`src/rtl/negarb_pkg.sv`:
```
// negarb_pkg: shared types and constants for the negate/increment arbiter.
//   state_t          - response slot state (EMPTY / FULL)
//   NEGARB_WIDTH     - default operand width
//   STATS_W          - width of the optional per-requester grant counters
//   signed_min/max() - most-negative / most-positive two's complement value
//                      for a given width, returned in a LIMIT_W-bit container
package negarb_pkg;

    typedef enum logic {
        EMPTY = 1'b0,
        FULL  = 1'b1
    } state_t;

    localparam int NEGARB_WIDTH = 32;
    localparam int STATS_W      = 16;
    localparam int LIMIT_W      = 64;

    function automatic logic [LIMIT_W-1:0] signed_min(input int unsigned w);
        return 64'd1 << (w - 1);
    endfunction

    function automatic logic [LIMIT_W-1:0] signed_max(input int unsigned w);
        return signed_min(w) - 64'd1;
    endfunction

endpackage

```
`src/rtl/inc_chain.sv`:
```
// inc_chain: combinational half-adder ripple, {cout, sum} = a + cin.
// Ports:
//   a    in  WIDTH  operand
//   cin  in  1      carry in
//   sum  out WIDTH  result
//   cout out 1      carry out of the top bit
module inc_chain #(
    parameter int WIDTH = 32
) (
    input  logic [WIDTH-1:0] a,
    input  logic             cin,
    output logic [WIDTH-1:0] sum,
    output logic             cout
);

    logic [WIDTH:0] carry;

    assign carry[0] = cin;

    for (genvar i = 0; i < WIDTH; i++) begin : g_ha
        assign sum[i]     = a[i] ^ carry[i];
        assign carry[i+1] = a[i] & carry[i];
    end

    assign cout = carry[WIDTH];

endmodule

```
`src/rtl/negate_arbiter.sv`:
```
// negate_arbiter: round-robin arbiter sharing one increment/negate carry chain
// between NREQ requesters, with a single registered response slot.
// Ports:
//   clk, rst_n  clock, asynchronous active-low reset
//   req_valid   in  NREQ        per-requester request valid
//   req_ready   out NREQ        one-hot grant (zero when nothing granted)
//   req_neg     in  NREQ        1 = negate (~x+1), 0 = increment (x+1)
//   req_data    in  NREQ*WIDTH  operands, requester i at [i*WIDTH +: WIDTH]
//   rsp_valid   out 1           response slot full
//   rsp_ready   in  1           consumer accepts response
//   rsp_data    out WIDTH       result
//   rsp_id      out IDW         requester that produced rsp_data
//   rsp_cout    out 1           carry out of the chain
//   rsp_ovf     out 1           signed overflow
//   grant_cnt   out NREQ*16     saturating grant counters (NEG_STATS_EN only)
// Build option: define NEG_STATS_EN to add the grant counters and grant_cnt.
module negate_arbiter
    import negarb_pkg::*;
#(
    parameter  int NREQ  = 4,
    parameter  int WIDTH = NEGARB_WIDTH,
    localparam int IDW   = $clog2(NREQ)
) (
    input  logic                  clk,
    input  logic                  rst_n,
    input  logic [NREQ-1:0]       req_valid,
    output logic [NREQ-1:0]       req_ready,
    input  logic [NREQ-1:0]       req_neg,
    input  logic [NREQ*WIDTH-1:0] req_data,
    output logic                  rsp_valid,
    input  logic                  rsp_ready,
    output logic [WIDTH-1:0]      rsp_data,
    output logic [IDW-1:0]        rsp_id,
    output logic                  rsp_cout,
    output logic                  rsp_ovf
`ifdef NEG_STATS_EN
   ,output logic [NREQ*STATS_W-1:0] grant_cnt
`endif
);

    localparam logic [WIDTH-1:0] MIN_V = WIDTH'(signed_min(WIDTH));
    localparam logic [WIDTH-1:0] MAX_V = WIDTH'(signed_max(WIDTH));

    state_t           state_q, state_d;
    logic             accept;
    logic             gnt_any;
    logic [IDW-1:0]   gnt_idx;
    logic [IDW-1:0]   rr_ptr;

    logic [WIDTH-1:0] x_sel;
    logic             neg_sel;
    logic [WIDTH-1:0] a_op;
    logic [WIDTH-1:0] sum;
    logic             cout;
    logic             ovf;

    assign rsp_valid = (state_q == FULL);
    // The slot can take a new result when empty or when it drains this cycle.
    assign accept    = (state_q == EMPTY) | (rsp_valid & rsp_ready);

    // Round-robin scan starting at rr_ptr; pos is one bit wider so the
    // wrap can be done with a single conditional subtract.
    always_comb begin
        logic [IDW:0] pos;
        gnt_any = 1'b0;
        gnt_idx = '0;
        pos     = '0;
        for (int unsigned k = 0; k < NREQ; k++) begin
            pos = {1'b0, rr_ptr} + (IDW+1)'(k);
            if (pos >= (IDW+1)'(NREQ)) begin
                pos = pos - (IDW+1)'(NREQ);
            end
            if (!gnt_any && req_valid[pos[IDW-1:0]]) begin
                gnt_any = 1'b1;
                gnt_idx = pos[IDW-1:0];
            end
        end
        if (!accept || !rst_n) begin
            gnt_any = 1'b0;
            gnt_idx = '0;
        end
    end

    // State register
    always_ff @(posedge clk or negedge rst_n) begin
        if (!rst_n) begin
            state_q <= EMPTY;
        end else begin
            state_q <= state_d;
        end
    end

    // Next-state logic
    always_comb begin
        state_d = state_q;
        case (state_q)
            EMPTY:   state_d = gnt_any ? FULL : EMPTY;
            FULL:    begin
                if (rsp_ready) begin
                    state_d = gnt_any ? FULL : EMPTY;
                end
            end
            default: state_d = EMPTY;
        endcase
    end

    // Output logic: one-hot grant
    always_comb begin
        req_ready = '0;
        if (gnt_any) begin
            req_ready[gnt_idx] = 1'b1;
        end
    end

    // Operand select for the granted requester
    always_comb begin
        x_sel   = '0;
        neg_sel = 1'b0;
        for (int unsigned i = 0; i < NREQ; i++) begin
            if (gnt_idx == IDW'(i)) begin
                x_sel   = req_data[i*WIDTH +: WIDTH];
                neg_sel = req_neg[i];
            end
        end
    end

    assign a_op = neg_sel ? ~x_sel : x_sel;

    inc_chain #(
        .WIDTH (WIDTH)
    ) u_chain (
        .a    (a_op),
        .cin  (1'b1),
        .sum  (sum),
        .cout (cout)
    );

    // Only the two operands that cross the sign boundary overflow.
    assign ovf = neg_sel ? (x_sel == MIN_V) : (x_sel == MAX_V);

    // Response slot and round-robin pointer
    always_ff @(posedge clk or negedge rst_n) begin
        if (!rst_n) begin
            rsp_data <= '0;
            rsp_id   <= '0;
            rsp_cout <= 1'b0;
            rsp_ovf  <= 1'b0;
            rr_ptr   <= '0;
        end else if (gnt_any) begin
            rsp_data <= sum;
            rsp_id   <= gnt_idx;
            rsp_cout <= cout;
            rsp_ovf  <= ovf;
            rr_ptr   <= (gnt_idx == IDW'(NREQ - 1)) ? '0 : gnt_idx + 1'b1;
        end
    end

`ifdef NEG_STATS_EN
    logic [STATS_W-1:0] cnt_q [NREQ];

    always_ff @(posedge clk or negedge rst_n) begin
        if (!rst_n) begin
            for (int unsigned i = 0; i < NREQ; i++) begin
                cnt_q[i] <= '0;
            end
        end else begin
            for (int unsigned i = 0; i < NREQ; i++) begin
                if (gnt_any && gnt_idx == IDW'(i) && cnt_q[i] != '1) begin
                    cnt_q[i] <= cnt_q[i] + 1'b1;
                end
            end
        end
    end

    always_comb begin
        grant_cnt = '0;
        for (int unsigned i = 0; i < NREQ; i++) begin
            grant_cnt[i*STATS_W +: STATS_W] = cnt_q[i];
        end
    end
`endif

endmodule

```
`config.mk`:
```
export PLATFORM = sky130hd
export DESIGN_NAME = negate_arbiter
export DESIGN_NICKNAME = d
export VERILOG_FILES = /design/src/rtl/negarb_pkg.sv /design/src/rtl/inc_chain.sv /design/src/rtl/negate_arbiter.sv
export SDC_FILE = /design/constraint.sdc
export NUM_CORES = 1
export LEC_CHECK = 0
export BUFFER_PORTS_ARGS = -buffer_cell sky130_fd_sc_hd__buf_2
export CORE_UTILIZATION = 49
export DETAILED_ROUTE_END_ITERATION = 7
export PLACE_DENSITY = 0.84
export SETUP_SLACK_MARGIN = 0.02
export SYNTH_ARGS = -nofsm -noshare
export SYNTH_HDL_FRONTEND = slang
export SYNTH_SLANG_ARGS = --single-unit
```
`constraint.sdc`:
```
create_clock -name clk -period 24.8 [get_ports clk]
set_clock_uncertainty 0.1 [all_clocks]
set_input_delay 4.96 -clock clk [delete_from_list [all_inputs] [get_ports clk]]
set_output_delay 4.96 -clock clk [all_outputs]
set_load 0.01 [all_outputs]
```
Yosys cells after proc, flatten, opt, wreduce, memory -nomap -nowiden:

Index checks and enable logic that the tools add are counted.

* equal/unequal tests: 5
* $lt $le $gt $ge: 10
* add/sub/neg operators: 8
* muxes and demuxes: 39
* bitwise operators: 67
* reductions and logical operators: 11

Operator list (number)
* $mux W32: 5
* $and A1 B1 Y1: 32
* $eq A32 B31 Y1 const B: 1
* $eq A32 B32 Y1 const B: 1
* $not A32 Y32: 1
* $xor A1 B1 Y1: 31
* $mux W2: 10
* $mux W1: 17
* $lt A2 B3 Y1 const B: 5
* $ge A3 B3 Y1 const B: 3
* $bmux W1 S2: 4
* $sub A2 B1 Y2 const B: 4
* $add A2 B2 Y3 const B: 2
* $logic_not A1 Y1: 5
* $eq A2 B2 Y1 const B: 2
* $logic_and A1 B1 Y1: 4
* $mux W4: 1
* $add A2 B1 Y3 const B: 1
* $ge A2 B3 Y1 const B: 1
* $add A2 B1 Y2 const B: 1
* $demux W1 S2: 1
* $eq A2 B1 Y1 const B: 1
* $ge A2 B1 Y1 const B: 1
* $logic_not A2 Y1: 1
* other kinds (4): 5

* output and inout port bits: 41
* input bits: 139
* logic and storage cells: 146
* register bits: 39

Longest topological paths before layout:

* depth in word-level cells: 53
* mapped depth: 48

Hierarchy:

Synthesis repeated with hierarchy kept, for this count alone.

* cell total of the unflattened synthesis: 377
* area, all modules: 3253.1 um^2

Modules (own cells, without submodules)
* negate_arbiter: instances 1, sequential area each 975.9 um^2, area each 2852.7 um^2, cells each 345
* inc_chain: instances 1, sequential area each 0.0 um^2, area each 400.4 um^2, cells each 32

Worst setup path after synthesis:

Ideal clock, no wire load.

* path kind: input to register
* start point: input rsp_ready
* end point: register rsp_data[31]
* path buffers: 4
* setup time: 125 ps
* stages: 46
* arrival: 13431 ps
* slack: 11144 ps
* path through: nand2b_1 -> nand2_1 -> a31o_2 -> clkbuf_1 -> a211oi_1 -> inv_1 -> ha_1 -> or2_1 -> a221oi_2 -> or2_1 -> buf_6 -> clkbuf_1 -> buf_2 -> xnor2_1 -> ha_1 -> ha_1 -> ha_1 -> ha_1 -> [10 not listed] -> ha_1 -> ha_1 -> ha_1 -> ha_1 -> ha_1 -> ha_1 -> ha_1 -> ha_1 -> ha_1 -> ha_1 -> ha_1 -> ha_1 -> ha_1 -> ha_1 -> ha_1 -> ha_1 -> ha_1 -> mux2_2

* longest elaborated chain between the ends: 43
* elaborated cells between the ends (all ways): 51
* those cells by class: eq/ne (3); mux (11); bitwise (34); reduce/logical (3)

RTL lines
* from (decl): RTL line negate_arbiter.sv:31 `input logic rsp_ready,`
* $and A1 B1 Y1 (*): RTL line negate_arbiter.sv:59 `assign accept = (state_q == EMPTY) | (rsp_valid & rsp_ready);`
* $or A1 B1 Y1 (*): RTL line negate_arbiter.sv:59
* $logic_not A1 Y1 (*): RTL line negate_arbiter.sv:78 `if (!accept || !rst_n) begin`
* $logic_or A1 B1 Y1 (*): RTL line negate_arbiter.sv:78
* $mux W2 (*): RTL line negate_arbiter.sv:78
* via gnt_idx[0]: RTL line negate_arbiter.sv:47 `logic [IDW-1:0] gnt_idx;`
* $logic_not A2 Y1: RTL line negate_arbiter.sv:120 `if (gnt_idx == IDW'(i)) begin`
* $mux W32 (4 in a row): RTL line negate_arbiter.sv:120
* $not A32 Y32: RTL line negate_arbiter.sv:127 `assign a_op = neg_sel ? ~x_sel : x_sel;`
* $mux W32 (*): RTL line negate_arbiter.sv:127
* $and A1 B1 Y1 (30 in a row): RTL line inc_chain.sv:22 `assign carry[i+1] = a[i] & carry[i];`
* $xor A1 B1 Y1 (*): RTL line inc_chain.sv:21 `assign sum[i] = a[i] ^ carry[i];`
* via sum[31]: RTL line negate_arbiter.sv:53 `logic [WIDTH-1:0] sum;`
* to (signal assigned): RTL line negate_arbiter.sv:150 `rsp_data <= sum;`
* to (decl): RTL line negate_arbiter.sv:32 `output logic [WIDTH-1:0] rsp_data,`

Mark *: on every way through the listed nets, which the timed path passes. The rest lies on a longest branch.
A chain may end at the register's enable or synchronous reset.

Final worst setup path:

* start point: input rst_n
* end point: register rsp_data[31]

* longest elaborated chain between the ends: 41
* elaborated cells between the ends (all ways): 49
* those cells by class: eq/ne (3); mux (11); bitwise (32); reduce/logical (3)

RTL lines
* from (decl): RTL line negate_arbiter.sv:25 `input logic rst_n,`
* $logic_not A1 Y1 (no source line) (*)
* $logic_or A1 B1 Y1 (*): RTL line negate_arbiter.sv:78
* $mux W2 (*): RTL line negate_arbiter.sv:78
* via gnt_idx[0]: RTL line negate_arbiter.sv:47
* $logic_not A2 Y1: RTL line negate_arbiter.sv:120
* $mux W32 (4 in a row): RTL line negate_arbiter.sv:120
* $not A32 Y32: RTL line negate_arbiter.sv:127
* $mux W32 (*): RTL line negate_arbiter.sv:127
* $and A1 B1 Y1 (30 in a row): RTL line inc_chain.sv:22
* $xor A1 B1 Y1 (*): RTL line inc_chain.sv:21
* via sum[31]: RTL line negate_arbiter.sv:53

Marks and branches as above.

==> out/metrics.csv <==
stage,metric,value,unit
global_routing,grt_usage,29.8,%
synthesis,synth_area_leaders,"dfrtp_1, ha_1, mux2_2, xnor2_1, a221oi_1",
synthesis,ys_warn_count,0,
synthesis,synth_top_area_share,30.0,%
drt,drt-initial-drc-count,159,
synthesis,yosysTopAreaCell,dfrtp_1,
timing,whs,405,ps
clock_network,hold_buffers,0,
clock_network,cts_tree,built,
drt,drt_wl_total,10400,um
cells_and_area,diodes,0,
place,io_buffer_count,179,
synthesis,synth_fp_nets,511,
setup_path,cp-startpoint,rst_n,
global_routing,grt_pass1_wl,16400,um
synthesis,synth.avg_cell_area,9.65,sq um
setup_path,crit_type,input pin to flip-flop,
clock_network,post-cts-setup-buffer-count,0,
drt,wl_per_cell,17.9,um
drt,avgViaCountPerCell,5.88,
floorplanning,initial_core_util,50.9,%
clock_network,ctsLongestPathBuffers,2,
setup_path,regToRegStartpoint,rr_ptr[1]$_DFFE_PN0P_,
power_and_ir_drop,intPower,238,uW
drt,dr.pass1.iters,5,
setup_path,worst-r2r-cell-count,44,
setup_path,crit_fanout,46,
hold_path,min_path_type,flip-flop to flip-flop,
timing,slew-limit-headroom,51.0,%
place,place_area,0.00416,sq mm
power_and_ir_drop,vdd_ir_drop_max,0.0633,mV
power_and_ir_drop,switchingPower,191,uW
synthesis,synth-seq-cells,39,
cells_and_area,areaGrowthSynthToFinish,30.4,%
power_and_ir_drop,p_leak,2.09,nW
setup_path,crit_end,rsp_data[31]$_DFFE_PN0P_,
power_and_ir_drop,p_seq_share,25.8,%
floorplanning,rows,29,
floorplanning,pin_count,180,
synthesis,ys_seq_area_share,30.0,%
global_routing,gr-total-overflow,0,
setup_path,crit_path_max_incr_delay,510,ps
global_routing,grt_max_degree,47,
clock_network,root_buffer,clkbuf_8,
clock_network,post_cts_resized,0,
floorplanning,die_area,0.00697,sq mm
clock_network,cts_sinks,39,
flow_run,drv_cap,0,
timing,max_freq,69.4,MHz
timing,slew_viol_final,0,
setup_path,reg2reg_slack,15120,ps
floorplanning,core_area,0.00639,sq mm
synthesis,synth_cells,337,
clock_network,path_clk_slew,70,ps
power_and_ir_drop,power_density,101,mW/mm^2
power_and_ir_drop,p_sw_share,44.5,%
drt,drtAntennaViolNets,0,
synthesis,synth_flop_cell,dfrtp_1,
global_routing,antenna_found_initial,0,
synthesis,synth-edff-count,0,
setup_path,critPathCaptureType,flip-flop,
setup_path,start_kind,input pin,
timing,min_period,14410,ps
clock_network,cts_buffers,5,
synthesis,synthArstFlopShare,100,%
setup_path,cp.arrival,14490,ps
synthesis,synth_cell_types,43,
drt,route.detailed.drc,0,
power_and_ir_drop,pwr-share-clk,9.4,%
setup_path,required,24880,ps
floorplanning,die_h,83.5,um
run_status,status,completed,
clock_network,cts_max_level,2,
timing,finalCritPeriodShare,58.1,%
cells_and_area,final_layout_size_suffix_gt1_share,46.0,%
setup_path,crit_slowest_cell,a211oi_1,
timing,rsz0062_at_grt,false,
global_routing,grt_pass1_vias,3354,
timing,finalSetupViolations,0,
synthesis,syn-cell-area,0.00325,sq mm
power_and_ir_drop,p_comb_share,64.8,%
place,dpl.hpwl,8400,um
timing,worst_pin_slew,734,ps
setup_path,cp_common_cell,ha_1,
timing,hold_viol,0,
cells_and_area,fin_area,0.00424,sq mm
cells_and_area,nets,677,
place,gp_congestion,0.953,
drt,via_count,3418,
clock_network,insertion_delay,290,ps
setup_path,reg2reg_to,rsp_data[31]$_DFFE_PN0P_,
timing,final.setup.tns,0,ps
floorplanning,die_w,83.5,um
==> sequential cells by signal, indices dropped and copies added (netlist names) <==
name,count
rsp_cout,1
rsp_data,32
rsp_id,2
rsp_valid,1
rsp_ovf,1
rr_ptr,2
==> per-layer routing <==
metal	wire (um)	global-route usage (%)
met1	4230	37.3
met2	5040	50.1
met3	747	4.95
met4	402	14.2
met5	0	0
==> cells in the mapped netlist, types with 2 or more instances <==
cell type,n
a21oi_1,7
a221o_1,2
a221oi_1,30
a221oi_2,2
buf_1,3
buf_2,5
buf_6,3
clkbuf_1,14
dfrtp_1,39
ha_1,35
inv_1,9
mux2_2,33
nand2_1,8
nand2b_1,3
nand3_1,3
nand4_1,6
nor2_1,40
nor3_1,6
o21ai_0,6
o221ai_1,2
o22ai_1,27
or2_1,2
xnor2_1,32
==> final cells by class <==
cell class,count,area [sq um]
clock buffers,7,76.3
clock inverters,1,5.00
fillers,525,2140
inverters,10,37.5
multi-input cells,262,2110
flip-flops and latches,39,976
well taps,77,96.3
repair buffers,185,941
==> cell usage in the layout, fill, tap and decap left out, types with 3 or more instances in the layout <==
master    count
a21oi_1       7
a221oi_1     30
mux2_2       33
nor2_1       40
ha_1         35
nor3_1        6
buf_2       179
nand4_1       6
o22ai_1      27
buf_4         6
dfrtp_1      39
nand2_1       8
nand3_1       3
o21ai_0       6
xnor2_1      32
nand2b_1      3
inv_1         9
clkbuf_8      5
==> metrics by stage <==
step	worst slack (ps)	instances	power, mW	utilization [%]
CTS	10420	581	0.429	66.4
finish	10390	581	0.429	66.4
floorplan	11140	337	0.291	-
global route	9700	581	0.462	66.4
global placement	10540	573	0.377	65.1
detailed placement	10120	573	0.386	65.1
==> cells by family (layout without fill, tap and decap cells) <==
logic type               count (synthesis)  in the layout  share of synthesized area (%)
AO/OA/AOI/OAI                           83             83                           19.3
AND/OR/NAND/NOR                         78             78                           11.5
flip-flops                              39             39                           30.0
buffers and inverters                   36            203                           5.15
adder cells (fa/ha/maj)                 35             35                           13.5
multiplexers                            34             34                           11.9
XOR/XNOR                                32             32                           8.62
==> power by group through the flow <==
| stage | sequential, mW | combinational, mW | clock (mW) |
|---|---|---|---|
| global route | 0.114 | 0.304 | 0.0441 |
| global placement | 0.111 | 0.266 | 0 |
| floorplan | 0.123 | 0.169 | 0 |
| detailed placement | 0.111 | 0.274 | 0 |
| CTS | 0.111 | 0.277 | 0.0411 |
| finish | 0.111 | 0.278 | 0.0403 |
==> critical path: cells and delay by family <==
| kind | cells | cell delay [ps] |
|---|---|---|
| AO/OA/AOI/OAI | 3 | 1010 |
| XOR/XNOR | 1 | 180 |
| adder cells (fa/ha/maj) | 32 | 6300 |
| buffers and inverters | 5 | 1470 |
| multiplexers | 1 | 260 |
| AND/OR/NAND/NOR | 2 | 250 |
==> worst min-delay path by stage <==
stage | end | slack [ps] | depth (start not counted) | from
2_1_floorplan | rsp_id[0]$_DFFE_PN0P_ | 420 | 2 | rsp_id[0]$_DFFE_PN0P_
3_3_place_gp | rsp_id[1]$_DFFE_PN0P_ | 390 | 1 | rsp_id[1]$_DFFE_PN0P_
3_5_place_dp | rsp_data[11]$_DFFE_PN0P_ | 390 | 1 | rsp_data[11]$_DFFE_PN0P_
4_1_cts | rsp_data[20]$_DFFE_PN0P_ | 410 | 1 | rsp_data[20]$_DFFE_PN0P_
5_1_grt | rsp_data[23]$_DFFE_PN0P_ | 420 | 1 | rsp_data[23]$_DFFE_PN0P_
6_report | rsp_data[15]$_DFFE_PN0P_ | 410 | 1 | rsp_data[15]$_DFFE_PN0P_
Power figures use the tool's default switching activity.
